$ cat config.mk
export PLATFORM = sky130hd
export DESIGN_NAME = cordic_sincos_iter
export DESIGN_NICKNAME = d
export VERILOG_FILES = /design/src/rtl/cordic_sincos_iter.sv
export SDC_FILE = /design/constraint.sdc
export NUM_CORES = 1
export LEC_CHECK = 0
export ABC_AREA = 1
export BUFFER_PORTS_ARGS = -buffer_cell sky130_fd_sc_hd__buf_2
export CELL_PAD_IN_SITES_DETAIL_PLACEMENT = 1
export CELL_PAD_IN_SITES_GLOBAL_PLACEMENT = 1
export CORE_MARGIN = 2
export CORE_UTILIZATION = 25
export CTS_BUF_LIST = sky130_fd_sc_hd__clkbuf_16
export CTS_CLUSTER_SIZE = 8
export DETAILED_ROUTE_END_ITERATION = 16
export GPL_ROUTABILITY_DRIVEN = 0
export PLACE_DENSITY_LB_ADDON = 0.1
export SLEW_MARGIN = 20
export SYNTH_ARGS = -nofsm -noshare
export SYNTH_HDL_FRONTEND = slang
export SYNTH_SLANG_ARGS = --single-unit
$ cat constraint.sdc
create_clock -name clk -period 10.8 [get_ports clk]
set_input_delay 0.54 -clock clk [delete_from_list [all_inputs] [get_ports clk]]
set_output_delay 0.54 -clock clk [all_outputs]
set_load 0.01 [all_outputs]
$ cat src/rtl/cordic_sincos_iter.sv
// cordic_sincos_iter: iterative rotation-mode CORDIC that produces cos(theta)
// and sin(theta) together, one micro-rotation per clock.
//
// The angle input uses 16-bit binary angle units (0x4000 = +90 deg). Angles
// beyond +/-90 deg are folded into the convergence range by a 180 deg
// pre-rotation, and the result is negated on the way out.
//
// x/y carry two guard bits above the DW-bit output format, so intermediate
// growth can be absorbed before the final saturation.
//
// Optional build macro: CORDIC_VECTOR_EN
//   When defined, the ports mode, x_in and y_in are added. mode=1 at start
//   runs vectoring mode: cos_out returns the gain-scaled magnitude and
//   sin_out returns the accumulated angle. Without the macro the block is
//   rotation-only.
module cordic_sincos_iter #(
  parameter int DW     = 16,
  parameter int ITER   = 16,
  parameter int X_INIT = 9949
) (
  input  logic          clk,
  input  logic          rst_n,
  input  logic          start,
  input  logic [15:0]   theta,
`ifdef CORDIC_VECTOR_EN
  input  logic          mode,
  input  logic [DW-1:0] x_in,
  input  logic [DW-1:0] y_in,
`endif
  output logic          busy,
  output logic          done,
  output logic [DW-1:0] cos_out,
  output logic [DW-1:0] sin_out
);

  typedef enum logic [1:0] {
    ST_IDLE = 2'd0,
    ST_ROT  = 2'd1,
    ST_OUT  = 2'd2
  } state_t;

  localparam logic [3:0]           ITER_LAST = 4'(ITER - 1);
  localparam logic signed [DW+1:0] X0        = X_INIT[DW+1:0];

  // arctan(2^-i) in binary angle units; entries past ITER-1 are never used
  function automatic logic [15:0] atan_lut(input logic [3:0] idx);
    logic [15:0] a;
    case (idx)
      4'd0:    a = 16'd8192;
      4'd1:    a = 16'd4836;
      4'd2:    a = 16'd2555;
      4'd3:    a = 16'd1297;
      4'd4:    a = 16'd651;
      4'd5:    a = 16'd326;
      4'd6:    a = 16'd163;
      4'd7:    a = 16'd81;
      4'd8:    a = 16'd41;
      4'd9:    a = 16'd20;
      4'd10:   a = 16'd10;
      4'd11:   a = 16'd5;
      4'd12:   a = 16'd3;
      4'd13:   a = 16'd1;
      4'd14:   a = 16'd1;
      4'd15:   a = 16'd0;
      default: a = 16'd0;
    endcase
    return a;
  endfunction

  // Clamp a guard-extended value into the signed DW-bit output range.
  // The value fits when its top three bits all agree.
  function automatic logic [DW-1:0] sat_dw(input logic signed [DW+1:0] v);
    logic [DW-1:0] r;
    if ((v[DW+1:DW-1] == 3'b000) || (v[DW+1:DW-1] == 3'b111)) begin
      r = v[DW-1:0];
    end else if (v[DW+1]) begin
      r = {1'b1, {(DW-1){1'b0}}};
    end else begin
      r = {1'b0, {(DW-1){1'b1}}};
    end
    return r;
  endfunction

`ifdef CORDIC_VECTOR_EN
  localparam int ZSH = (DW < 16) ? (16 - DW) : 0;

  // Angle output for vectoring: keep the top DW bits when DW < 16,
  // otherwise sign-extend the 16-bit angle.
  function automatic logic [DW-1:0] z_to_dw(input logic [15:0] z);
    logic signed [39:0] ext;
    logic signed [39:0] shf;
    ext = {{24{z[15]}}, z};
    shf = ext >>> ZSH;
    return shf[DW-1:0];
  endfunction
`endif

  state_t               state_q, state_d;
  logic [3:0]           iter_q, iter_d;
  logic signed [DW+1:0] x_q, x_d;
  logic signed [DW+1:0] y_q, y_d;
  logic [15:0]          z_q, z_d;
  logic                 neg_q, neg_d;
  logic                 busy_q, busy_d;
  logic                 done_q, done_d;
  logic [DW-1:0]        cos_q, cos_d;
  logic [DW-1:0]        sin_q, sin_d;

  logic signed [DW+1:0] x_sh_s, y_sh_s;
  logic signed [DW+1:0] x_fin_s, y_fin_s;
  logic                 dir_s;
  logic                 quad_s;
  logic                 vec_s;

`ifdef CORDIC_VECTOR_EN
  logic                 vec_q, vec_d;
  logic signed [DW+1:0] x_ext_s, y_ext_s;
  assign x_ext_s = {{2{x_in[DW-1]}}, x_in};
  assign y_ext_s = {{2{y_in[DW-1]}}, y_in};
  assign vec_s   = vec_q;
`else
  assign vec_s   = 1'b0;
`endif

  // Shifted operands, rotation direction, quadrant fold and final sign fix-up
  always_comb begin
    x_sh_s  = x_q >>> iter_q;
    y_sh_s  = y_q >>> iter_q;
    quad_s  = theta[15] ^ theta[14];
    if (vec_s) begin
      dir_s = ~y_q[DW+1];
    end else begin
      dir_s = z_q[15];
    end
    if (neg_q) begin
      x_fin_s = -x_q;
      y_fin_s = -y_q;
    end else begin
      x_fin_s = x_q;
      y_fin_s = y_q;
    end
  end

  // Next-state logic for the controller and the x/y/z datapath
  always_comb begin
    state_d = state_q;
    iter_d  = iter_q;
    x_d     = x_q;
    y_d     = y_q;
    z_d     = z_q;
    neg_d   = neg_q;
    busy_d  = busy_q;
    done_d  = 1'b0;
    cos_d   = cos_q;
    sin_d   = sin_q;
`ifdef CORDIC_VECTOR_EN
    vec_d   = vec_q;
`endif
    case (state_q)
      ST_IDLE: begin
        if (start) begin
          state_d = ST_ROT;
          busy_d  = 1'b1;
          iter_d  = 4'd0;
          x_d     = X0;
          y_d     = {(DW+2){1'b0}};
          neg_d   = quad_s;
          if (quad_s) begin
            z_d = {~theta[15], theta[14:0]};
          end else begin
            z_d = theta;
          end
`ifdef CORDIC_VECTOR_EN
          vec_d = mode;
          if (mode) begin
            neg_d = 1'b0;
            if (x_in[DW-1]) begin
              // left half-plane: rotate by 180 deg so x starts positive
              x_d = -x_ext_s;
              y_d = -y_ext_s;
              z_d = 16'h8000;
            end else begin
              x_d = x_ext_s;
              y_d = y_ext_s;
              z_d = 16'h0000;
            end
          end else begin
            vec_d = 1'b0;
          end
`endif
        end else begin
          state_d = ST_IDLE;
        end
      end
      ST_ROT: begin
        if (dir_s) begin
          x_d = x_q + y_sh_s;
          y_d = y_q - x_sh_s;
          z_d = z_q + atan_lut(iter_q);
        end else begin
          x_d = x_q - y_sh_s;
          y_d = y_q + x_sh_s;
          z_d = z_q - atan_lut(iter_q);
        end
        if (iter_q == ITER_LAST) begin
          state_d = ST_OUT;
          iter_d  = 4'd0;
        end else begin
          iter_d  = iter_q + 4'd1;
        end
      end
      ST_OUT: begin
        cos_d   = sat_dw(x_fin_s);
`ifdef CORDIC_VECTOR_EN
        if (vec_q) begin
          sin_d = z_to_dw(z_q);
        end else begin
          sin_d = sat_dw(y_fin_s);
        end
`else
        sin_d   = sat_dw(y_fin_s);
`endif
        done_d  = 1'b1;
        busy_d  = 1'b0;
        state_d = ST_IDLE;
      end
      default: begin
        state_d = ST_IDLE;
        busy_d  = 1'b0;
      end
    endcase
  end

  // State, datapath and output registers; reset aborts any computation
  always_ff @(posedge clk or negedge rst_n) begin
    if (!rst_n) begin
      state_q <= ST_IDLE;
      iter_q  <= 4'd0;
      x_q     <= {(DW+2){1'b0}};
      y_q     <= {(DW+2){1'b0}};
      z_q     <= 16'h0000;
      neg_q   <= 1'b0;
      busy_q  <= 1'b0;
      done_q  <= 1'b0;
      cos_q   <= {DW{1'b0}};
      sin_q   <= {DW{1'b0}};
`ifdef CORDIC_VECTOR_EN
      vec_q   <= 1'b0;
`endif
    end else begin
      state_q <= state_d;
      iter_q  <= iter_d;
      x_q     <= x_d;
      y_q     <= y_d;
      z_q     <= z_d;
      neg_q   <= neg_d;
      busy_q  <= busy_d;
      done_q  <= done_d;
      cos_q   <= cos_d;
      sin_q   <= sin_d;
`ifdef CORDIC_VECTOR_EN
      vec_q   <= vec_d;
`endif
    end
  end

  assign busy    = busy_q;
  assign done    = done_q;
  assign cos_out = cos_q;
  assign sin_out = sin_q;

endmodule

==> results by group <==
Global route
  – Met1 GRT Util: 0.259
  – Initial antenna violation count: 1
  – M3 GR Usage: 0.0189
  – GRT busiest layer: met2
  – Met2 Usage GRT: 0.312
  – GRT Overall Usage: 0.186
  – First-pass GRT wire length: 59200 µm
  – Largest net degree at the start of global routing: 53
  – Global route overflow: 0
  – Vias in the first global route: 10300

Critical path
  – Setup slack, reg-to-reg: 5.57 ns
  – Critical Path Sink Type: flop
  – CP Max Fanout: 34
  – Crit path DAT: 5.50 ns
  – Data required, critical path: 11.08 ns
  – CP Launch Type: flop
  – Crit path kind: reg -> reg

Min path
  – Hold Path Class: in -> async

Layout
  – Fill count: 4872
  – Layout cells sized above 1: 0.0943
  – Diode count: 0
  – Nets: 1616
  – Area Overhead vs Synth: 9.90%
  – Storage element area: 0.00233 mm²
  – Area of the multi-input gates: 0.00653 mm²

Placement
  – I/O Buffers: 52
  – Pre-CTS setup slack: 5.68 ns
  – Detailed Place HPWL: 28100 µm

Clock tree
  – Cts hold-fix bufs: 0
  – Setup Buffers After CTS: 0
  – # H-tree levels: 3
  – Clk_lat worst skew: 0.39 ns
  – Clock Tree Root: clkbuf_16
  – Resized Gates After CTS: 0
  – Clock tree sinks: 93
  – Maximum clock path buffer count: 2
  – CTS tree: built
  – CTS Buf Count: 9
  – Clock transition at path regs: 0.08 ns

Timing
  – Setup violators final: 0
  – Post-route clock period utilization: 0.484
  – Least-Margin Pin Slew: 1.08 ns
  – Slew HR: 0.279
  – Setup WS post-layout: approximately 5.6 ns
  – Minimum clock period: 5.23 ns
  – Fmax: 191 MHz
  – Final Max Tran Viols: 0
  – RSZ-0062 raised after global routing: false
  – Worst Skew: between 0.015 and 0.02 ns
  – TNS Setup: 0 ns
  – Final-report hold violation count: 0
  – Fin Hold WS: about 0.17 ns

Detailed routing
  – Final WL: 36600 µm
  – Vias: 9812
  – Final antenna-violating net count: 0
  – Via-to-Cell Ratio: 4.77
  – DRC viols: 0
  – DR iter-0 viols: 413
  – Drt wl/cell: 17.8 µm
  – TritonRoute pass-1 iters: 4

Synthesis
  – Post-synthesis cell type count: 52
  – Synth warn: 0
  – Mapped Avg Cell Area: 6.45 µm²
  – Mapped Area: 0.00978 mm²
  – Synthesized Nets: 1600
  – Sequential fraction of the synthesis area: 0.238
  – Yosys reg bits: 93
  – Synth async-reset ratio: 1.00
  – Post-synth EDFFs: 0
  – Mapped Cells: 1517
  – Dominant synthesized flop cell: dfrtp_1

Floorplanning
  – Die area: 0.0407 mm²
  – Core region area: 0.0386 mm²
  – Initial Utilization: 0.253
  – FP Rows: 72
  – Die Span Y: 202 µm
  – IO Pins: between 50 and 60
  – Die Wd: 202 µm

Run
  – MaxCap Viol Count: 0

Status
  – Status: completed
[synth_stat cells, types with 7 or more instances]
master / number / area [µm²]
nand2_1: 408 / 1530
nand3_1: 161 / 806
inv_1: 150 / 563
nor2_1: 141 / 529
a21oi_1: 105 / 526
dfrtp_1: 93 / 2330
xor2_1: 73 / 639
o21ai_0: 71 / 355
ha_1: 61 / 763
clkbuf_1: 24 / 90.1
o21ai_1: 20 / 100
xnor2_1: 20 / 175
o22ai_1: 19 / 119
nor3_1: 17 / 85.1
buf_2: 16 / 80.1
a21oi_2: 12 / 105
nor2_2: 10 / 62.6
nand2_2: 9 / 56.3
buf_6: 8 / 90.1
nand4_1: 8 / 50.1
buf_4: 7 / 52.6
o211ai_1: 7 / 52.6
[registers in the layout, summed over array words and instances (netlist names)]
name	cells
iter_q	4
busy	1
z_q	16
done	1
y_q	18
state_q	2
sin_out	16
cos_out	16
neg_q	1
x_q	18
[final timing paths]
check                               to  startpoint  depth (start not counted)
setup / recovery               x_q[17]   iter_q[1]                         23
max in group asynchronous  sin_out[11]       rst_n                          2
hold reg to reg                z_q[12]     z_q[12]                          2
setup reg to reg               x_q[17]   iter_q[1]                         23
min in group clk                z_q[3]    theta[3]                          3
hold / removal                  z_q[3]       rst_n                          1
[stage by stage]
| step | utilization | area (µm²) | instances |
|---|---|---|---|
| floorplan | - | 9780 | 1517 |
| detailed placement | 0.271 | 10500 | 2040 |
| global route | 0.278 | 10700 | 2056 |
| finish | 0.278 | 10700 | 2056 |
| global placement | 0.271 | 10500 | 2040 |
| CTS | 0.278 | 10700 | 2056 |
[critical path, cell delays in order, from the launching register on]
cell and delay (ns):
dfrtp_1 1.06, inv_4 0.37, nor2_2 0.34, inv_1 0.10, nor2_1 0.10, nand3b_1 0.12
nand2_1 0.05, nand2_1 0.13, inv_1 0.06, ha_1 0.19, nand2_1 0.10, nor2_1 0.05
nand3_2 0.08, nor2_2 0.07, a31oi_1 0.19, xor2_1 0.10, ha_1 0.36, nand2_1 0.10
nor3_1 0.40, nand2_1 0.08, o311ai_0 0.69, nand3_1 0.16, nand3_1 0.12, nand2_1 0.06
[kinds of logic after synthesis]
family                   Yosys count  share of synthesized area
XOR/XNOR                          94                     0.0849
flip-flops                        93                      0.238
AND/OR/NAND/NOR                  782                      0.343
buffers and inverters            217                     0.0947
adder cells (fa/ha/maj)           64                     0.0842
AO/OA/AOI/OAI                    267                      0.155
[layer usage]
layer | part of all wire | vias up
met3 | 0.019 | 17
li1 | - | 5003
met1 | 0.50 | 4698
met2 | 0.47 | 94
met5 | 0 | -
met4 | 0.011 | 0
[placed cells by master, fill, tap and decap left out, types with 17 or more instances in the layout]
master   synthesis  layout
a21oi_1        105     105
ha_1            61      61
nor3_1          17      17
o21ai_1         20      20
nor2_1         141     139
xnor2_1         20      20
nand3_1        161     161
xor2_1          73      73
nand2_1        408     408
o22ai_1         19      19
buf_2           16      51
o21ai_0         71      71
dfrtp_1         93      93
inv_1          150     150
[cell type report]
type,instances,share of cell area
multi-input combinational,1207,0.608
sequential,93,0.217
tap,518,0.0603
inverter,156,0.0549
timing repair buffer,66,0.0342
clock buffer,9,0.0210
clock inverter,7,0.00535
Power is left out: the tool's default activity adds up to more than one toggle a clock period on the data nets, which glitch-free logic cannot reach.
